**config.mk**
```make
export PLATFORM = sky130hd
export DESIGN_NAME = stream_packer
export DESIGN_NICKNAME = d
export VERILOG_FILES = /design/src/rtl/stream_packer.sv
export SDC_FILE = /design/constraint.sdc
export NUM_CORES = 1
export LEC_CHECK = 0
export CAP_MARGIN = 20
export CORE_AREA = 2 2 60 105
export DETAILED_ROUTE_END_ITERATION = 6
export DIE_AREA = 0 0 62 107
export GPL_ROUTABILITY_DRIVEN = 0
export PLACE_DENSITY_LB_ADDON = 0.3
export RECOVER_POWER = 25
export REMOVE_ABC_BUFFERS = 1
export SYNTH_ARGS = -nofsm -noshare
export SYNTH_HDL_FRONTEND = slang
export SYNTH_SLANG_ARGS = --single-unit
export TNS_END_PERCENT = 5
```
**constraint.sdc**
```tcl
create_clock -name clk -period 1.48 [get_ports clk]
set_input_delay 0.296 -clock clk [delete_from_list [all_inputs] [get_ports clk]]
set_output_delay 0.296 -clock clk [all_outputs]
set_load 0.005 [all_outputs]
```
**src/rtl/stream_packer.sv**
```systemverilog
// Narrow-to-wide valid/ready packer: gathers RATIO beats of IW bits into one OW-bit word.
// Short packets (up_last early) emit a zero-padded word with dn_keep marking the filled lanes.
module stream_packer #(
  parameter int unsigned IW    = 8,
  parameter int unsigned RATIO = 4,
  localparam int unsigned OW   = IW * RATIO,
  localparam int unsigned CW   = (RATIO > 1) ? $clog2(RATIO) : 1
) (
  input  logic              clk,
  input  logic              rst,
  input  logic              up_vld,
  input  logic [IW-1:0]     up_dat,
  input  logic              up_last,
  output logic              up_rdy,
  output logic              dn_vld,
  output logic [OW-1:0]     dn_dat,
  output logic [RATIO-1:0]  dn_keep,
  output logic              dn_last,
  input  logic              dn_rdy
);

  localparam logic [CW-1:0] LastLane = CW'(RATIO - 1);

  logic [OW-1:0]    acc_dat_q, acc_dat_d;
  logic [RATIO-1:0] acc_keep_q, acc_keep_d;
  logic             acc_last_q, acc_last_d;
  logic             acc_done_q, acc_done_d;
  logic [CW-1:0]    cnt_q, cnt_d;

  logic             dn_vld_q, dn_vld_d;
  logic [OW-1:0]    dn_dat_q, dn_dat_d;
  logic [RATIO-1:0] dn_keep_q, dn_keep_d;
  logic             dn_last_q, dn_last_d;

  logic             out_free;
  logic             xfer;
  logic             acc;
  logic [CW-1:0]    lane;
  logic             completing;

  always_comb begin
    out_free   = ~dn_vld_q | dn_rdy;
    xfer       = acc_done_q & out_free;
    up_rdy     = ~rst & (~acc_done_q | out_free);
    acc        = up_vld & up_rdy;
    // A beat accepted alongside xfer lands in the freshly cleared accumulator.
    lane       = xfer ? '0 : cnt_q;
    completing = (lane == LastLane) | up_last;
  end

  // Accumulator next state
  always_comb begin
    acc_dat_d  = acc_dat_q;
    acc_keep_d = acc_keep_q;
    acc_last_d = acc_last_q;
    acc_done_d = acc_done_q;
    cnt_d      = cnt_q;

    if (xfer) begin
      acc_dat_d  = '0;
      acc_keep_d = '0;
      acc_last_d = 1'b0;
      acc_done_d = 1'b0;
      cnt_d      = '0;
    end

    if (acc) begin
      for (int unsigned i = 0; i < RATIO; i++) begin
        if (lane == CW'(i)) begin
          acc_dat_d[i*IW +: IW] = up_dat;
          acc_keep_d[i]         = 1'b1;
        end
      end
      if (completing) begin
        acc_done_d = 1'b1;
        acc_last_d = up_last;
        cnt_d      = '0;
      end else begin
        cnt_d = lane + CW'(1);
      end
    end
  end

  // Output register next state; holds steady while stalled
  always_comb begin
    dn_vld_d  = dn_vld_q;
    dn_dat_d  = dn_dat_q;
    dn_keep_d = dn_keep_q;
    dn_last_d = dn_last_q;

    if (xfer) begin
      dn_vld_d  = 1'b1;
      dn_dat_d  = acc_dat_q;
      dn_keep_d = acc_keep_q;
      dn_last_d = acc_last_q;
    end else if (dn_vld_q && dn_rdy) begin
      dn_vld_d = 1'b0;
    end
  end

  always_ff @(posedge clk) begin
    if (rst) begin
      acc_dat_q  <= '0;
      acc_keep_q <= '0;
      acc_last_q <= 1'b0;
      acc_done_q <= 1'b0;
      cnt_q      <= '0;
      dn_vld_q   <= 1'b0;
      dn_dat_q   <= '0;
      dn_keep_q  <= '0;
      dn_last_q  <= 1'b0;
    end else begin
      acc_dat_q  <= acc_dat_d;
      acc_keep_q <= acc_keep_d;
      acc_last_q <= acc_last_d;
      acc_done_q <= acc_done_d;
      cnt_q      <= cnt_d;
      dn_vld_q   <= dn_vld_d;
      dn_dat_q   <= dn_dat_d;
      dn_keep_q  <= dn_keep_d;
      dn_last_q  <= dn_last_d;
    end
  end

  assign dn_vld  = dn_vld_q;
  assign dn_dat  = dn_dat_q;
  assign dn_keep = dn_keep_q;
  assign dn_last = dn_last_q;

endmodule

```
==> reports/qor.txt <==
core footprint: 0.005787 mm^2
I/O pin cnt: 52
Worst Hold Class: in2reg
min-delay src: rst
Synth top cells by count: 101 x nand2_1, 78 x dfxtp_1, 53 x a21oi_1
Clock power frac: 36.0%
status: finished, final reports clean
Tot GR Track Use: 20.55%
Setup WS post-layout: 5.025 ps
vias per inst: 4.981
ys flop type: dfxtp_1
H-tree levels: 3
hold buffer count at cts: 0
Yosys top cell by area: dfxtp_1
Synth Cell Area: 0.002861 mm^2
Routed WL: 5991 um
initial drt markers: 59
sequential area share after synthesis: 54.57%
Critical Path AT: 1710 ps
Die Y: 107 um
pre-CTS WS: -383.5 ps
number of synthesized register bits: 78
Mapped Cells: 340
via count: 2371
Syn-to-layout area delta: 28.16%
first-pass GRT wire length: 10110 um
Comb pwr share: 6.8%
die area: 0.006634 mm^2
Worst-Skew Late Latency: 350 ps
critical path startpoint: dn_rdy
Setup CP Type: in2reg
CP Cell Sequence: clkdlybuf4s50_1, and3b_1, buf_4, nor3b_4, o21ai_0, a32o_1
PwrDens: 1027 mW/mm^2
Synth Warn #: 0
die width: 62 um
CP Launch Type: input pin
Worst IR Drop VDD: 0.8236 mV
max-cap viol count: 0
syn_area_per_cell: 8.416 um^2
number of fill cells: 530
initial antenna violation count: 0
Async SR Flop Fraction: 0%
Clock Path Buffers: 2
Buf/Inv on CP: 2
skew final: 8.879 ps
cell at the slowest stage of the critical path: clkdlybuf4s50_1
CP max stage delay: 470 ps
drt drc: 0
number of cell rows: 37
antenna-violating nets left: 0
# diodes: 0
Finish-stage setup viols: 0
sequential cell area: 0.001567 mm^2
CTS tree: yes
setup bufs post-CTS: 0
sw frac: 23.22%
number of flops mapped to enable cells by yosys: 0
cell family with most CP delay: buffers and inverters
count leader, synth: nand2_1
drt first pass iters: 5
fin area: 0.003667 mm^2
Leak: 1.510 nW
nets@finish: 406
Internal: 0.002892 W
Placed Area: 0.003502 mm^2
largest net degree at the start of global routing: 41
minimum clock period: 1475 ps
Crit Path Max Fanout: 3
routed len/inst: 12.59 um
Net Switching: 0.0008744 W
worst-margin pin slew: 362.8 ps
Worst Setup End Kind: flop
Worst Path Required: 1720 ps
post-synth top area share: 54.57%
IO buf count: 51
Seq pwr share: 57.2%
period utilization: 99.66%
final hold violation count: 0
Root Driver: clkbuf_8
HPWL after detailed placement: 4261 um
Slew Viols, Final: 0
R2R Path Start: dn_vld
area occupied by multi-input gates: 0.001179 mm^2
ranking of synthesized cells by area: dfxtp_1 55%, nand2_1 13%, a21oi_1 9.3%
FMAX: 678.0 MHz
CTS Sinks: 78
share of layout cells above drive strength 1: 10.80%
CTS Buf Count: 9
grt ovf: 0
Clock transition at path regs: 70 ps
FF-to-FF setup slack: 90 ps
post-synth cell types: 31
Slew headroom: 75.67%
unrepaired setup endpoints after global routing: true
Initial Util: 49.45%
vias in the first global route: 2217
final timing paths:
| kind | end | cells after the start |
|---|---|---|
| max reg2reg | cnt_q[1] | 5 |
| min | dn_vld | 3 |
| max | cnt_q[1] | 6 |
| min reg2reg | dn_dat[8] | 2 |
kinds of logic (layout without fill, tap and decap cells):
group / after synthesis / after routing / synth area share [%]
buf+inv: 27 / 85 / 4.460
compound gates: 86 / 86 / 17.01
flops: 78 / 78 / 54.57
simple gates: 149 / 149 / 23.96
worst reg2reg max path, stage by stage (launching register included):
cell and delay, ps:
dfxtp_2 340, and3b_1 180, buf_4 140, nor3b_4 220
o21ai_0 120, a32o_1 270
what timing repair did:
action / 4_1_cts / 5_1_grt
gates resized for setup: 41 / 15
setup endpoints to repair: 33 / 31
pin swaps: 1 / 1
placed cells by master, fill, tap and decap left out, drive strengths merged, types with 3 or more instances in the layout:
cell type and instances:
nand2 101, dfxtp 78, a21oi 54, dlygate4sd2 24, o21ai 19, buf 18
nand3 17, clkbuf 12, clkdlybuf4s50 11, nand2b 9, nor2b 8, a22o 8
dlymetal6s2s 7, clkdlybuf4s25 7, nor2 4, clkinv 3, nor3b 3
sequential cells by signal (all words and copies together), names as in the netlist, 2 cells and up:
name and cells:
dn_keep 4, acc_keep_q 4, dn_dat 32, acc_dat_q 32, cnt_q 2
routing by layer:
layer  global-route usage [%]  vias up  part of all wire [%]
met5                        0        -                     0
met4                    8.359        0                   1.3
met3                    6.755        6                   4.4
met2                    34.67       49                    56
met1                    22.57     1082                    38
li1                         -     1234                     -
per-stage QoR:
stage	power [W]	setup TNS, ps	hold slack, ps	cells	utilization, %
6_report	0.003766	0	390.1	476	63.37
3_5_place_dp	0.002465	-14740	444.2	460	60.52
5_1_grt	0.003962	-197.6	380.9	476	63.37
4_1_cts	0.003809	0	388.1	476	63.18
3_3_place_gp	0.002461	-12130	440.1	460	60.52
2_1_floorplan	0.002310	-7947	365.1	315	-
power by group through the flow:
stage / sequential, W / clock, W / combinational [W]
floorplan: 0.00220 / 0 / 0.000110
global placement: 0.00220 / 0 / 0.000257
CTS: 0.00216 / 0.00139 / 0.000258
detailed placement: 0.00220 / 0 / 0.000261
global route: 0.00216 / 0.00152 / 0.000279
finish: 0.00216 / 0.00135 / 0.000255
layout make-up:
class	instances	share of cell area (%)
clock inverters	4	0.6141
multi-input cells	235	32.14
well taps	78	2.661
clock buffers	12	3.958
inverters	2	0.2047
flip-flops and latches	78	42.72
repair buffers	67	17.71
Power figures use the tool's default switching activity.
==> RTL edit (config.mk and constraints unchanged) <==
Set the parameter `IW` to 9 (it was 8).
--- a/src/rtl/stream_packer.sv
+++ b/src/rtl/stream_packer.sv
@@ -1,7 +1,7 @@
 // Narrow-to-wide valid/ready packer: gathers RATIO beats of IW bits into one OW-bit word.
 // Short packets (up_last early) emit a zero-padded word with dn_keep marking the filled lanes.
 module stream_packer #(
-  parameter int unsigned IW    = 8,
+  parameter int unsigned IW    = 9,
   parameter int unsigned RATIO = 4,
   localparam int unsigned OW   = IW * RATIO,
   localparam int unsigned CW   = (RATIO > 1) ? $clog2(RATIO) : 1
Interface: changed (resized dn_dat and up_dat); port bits go from 52 to 57. No check against the original RTL was run, so the function may have changed too.
==> RTL edit against the original RTL <==
Total power increased by 16%; routed wire length is 15% higher; worst setup slack improved by 33 ps; cell area grew 12%; non-clock buffer count increased by 10; combinational power grew 15%; synthesized area grew 9.5%; sequential power up 10%; sequential cell count is 8 higher; largest cell class unchanged; worst hold slack got worse by 130 ps; clock power is 25% higher.
==> RTL edit: results (changes against the original RTL) <==
Area contributors post-synth dfxtp_1 (55%), nand2_1 (13%), a21oi_1 (9.4%); Top delay family on crit path flip-flops; Port Buffer Count 56 (+9.8%); ClkCell Share 5.11% (+0.53 points); Tightest Pin Transition 320 ps (-43.2 ps); Critical-path top delay cell dfxtp_2; grt met1 use 26.8% (+4.2 points); sequential cell count 86 (+10%); DR WL met2 3870 um (+16%); Pre-antenna DRT Iters 4 (-1); All-Layer GR Usage 22.7% (+2.2 points); M2 GR Usage 38.5% (+3.8 points); aggregate routed wire length 6880 um (+15%); post-synthesis compound-gate area fraction 16.8% (-0.20 points); Post-DP Area 3870 sq um (+10%); invs w/o clock 2 (unchanged); Crit path largest cell delay 320 ps (-150 ps); Signal buffers 77 (+15%); Routed met1 length 2670 um (+16%); largest net degree at the start of global routing 73 (+78%); share of cells above drive strength 1 11.8% (+1.0 points); 1st-iter DRT viols 149 (+150%); post-synth top area share 54.9% (+0.36 points); vias in the first global route 2499 (+13%); Placed Instances 501 (+8.9%); sequential fraction of the synthesis area 54.9% (+0.36 points); Max Buffers Root-to-Sink 2 (unchanged); Register Area 1730 sq um (+10%); VDD IR max 0.000985 V (+20%); outcome completed; Wirelength per Cell 13.3 um (+5.7%); post-layout util 71.1% (+7.8 points); Multi-Input Combinational 258 (+9.8%); FILL cells 504 (-4.9%); Layout Skew 10.3 ps (+1.46 ps); routed wl met3 217 um (-18%); placed wire-length estimate 4710 um (+11%); final net count 448 (+10%); Leak 0.00182 uW (+20%); fraction of area in multi-input gates 31.6% (-0.59 points); met3 usage 5.19% (-1.6 points); Place WS -393 ps (-10.0 ps); worst-path fanout max 2 (-1); arrival time worst endpoint 1150 ps (-560 ps); most instantiated cells after synthesis nand2_1 (112), dfxtp_1 (86), a21oi_1 (59); CTS buffer count 9 (unchanged); Avg Inst Size Synth 8.38 sq um (-0.43%); non-clock buffer share of cell area 18.8% (+1.1 points); first-pass GRT wire length 11300 um (+11%); vias per cell 5.18 (+4.0%); Unique masters post-synth 29 (-6.5%)
==> RTL edit: cell count changes after synthesis, moves of 4 or more <==
cell and change:
dfxtp_1 +8, buf_2 +10, clkbuf_1 -4, a21oi_1 +6
nand2_1 +11
==> RTL edit: timing repair <==
| item | 4_1_cts | 5_1_grt |
|---|---|---|
| pin swaps | 0 | 1 |
| endpoints found under the hold margin | 0 | 0 |
| setup endpoints to repair | 45 | 42 |
| resized for setup | 52 | 24 |
==> RTL edit: power by group <==
| part | internal, uW | switching (uW) | total [uW] |
|---|---|---|---|
| clock | 878 | 811 | 1690 |
| sequential | 2350 | 25.3 | 2380 |
| combinational | 130 | 163 | 293 |
==> RTL edit: final timing paths <==
| check | from | endpoint | slack [ps] | cells past startpoint |
|---|---|---|---|---|
| worst max-delay path | dn_vld | up_rdy | 40 | 3 |
| worst min-delay path | rst | dn_last | 260 | 2 |
| worst max register to register | dn_vld | cnt_q[1] | 100 | 5 |
| worst min register to register | acc_keep_q[2] | dn_keep[2] | 450 | 2 |
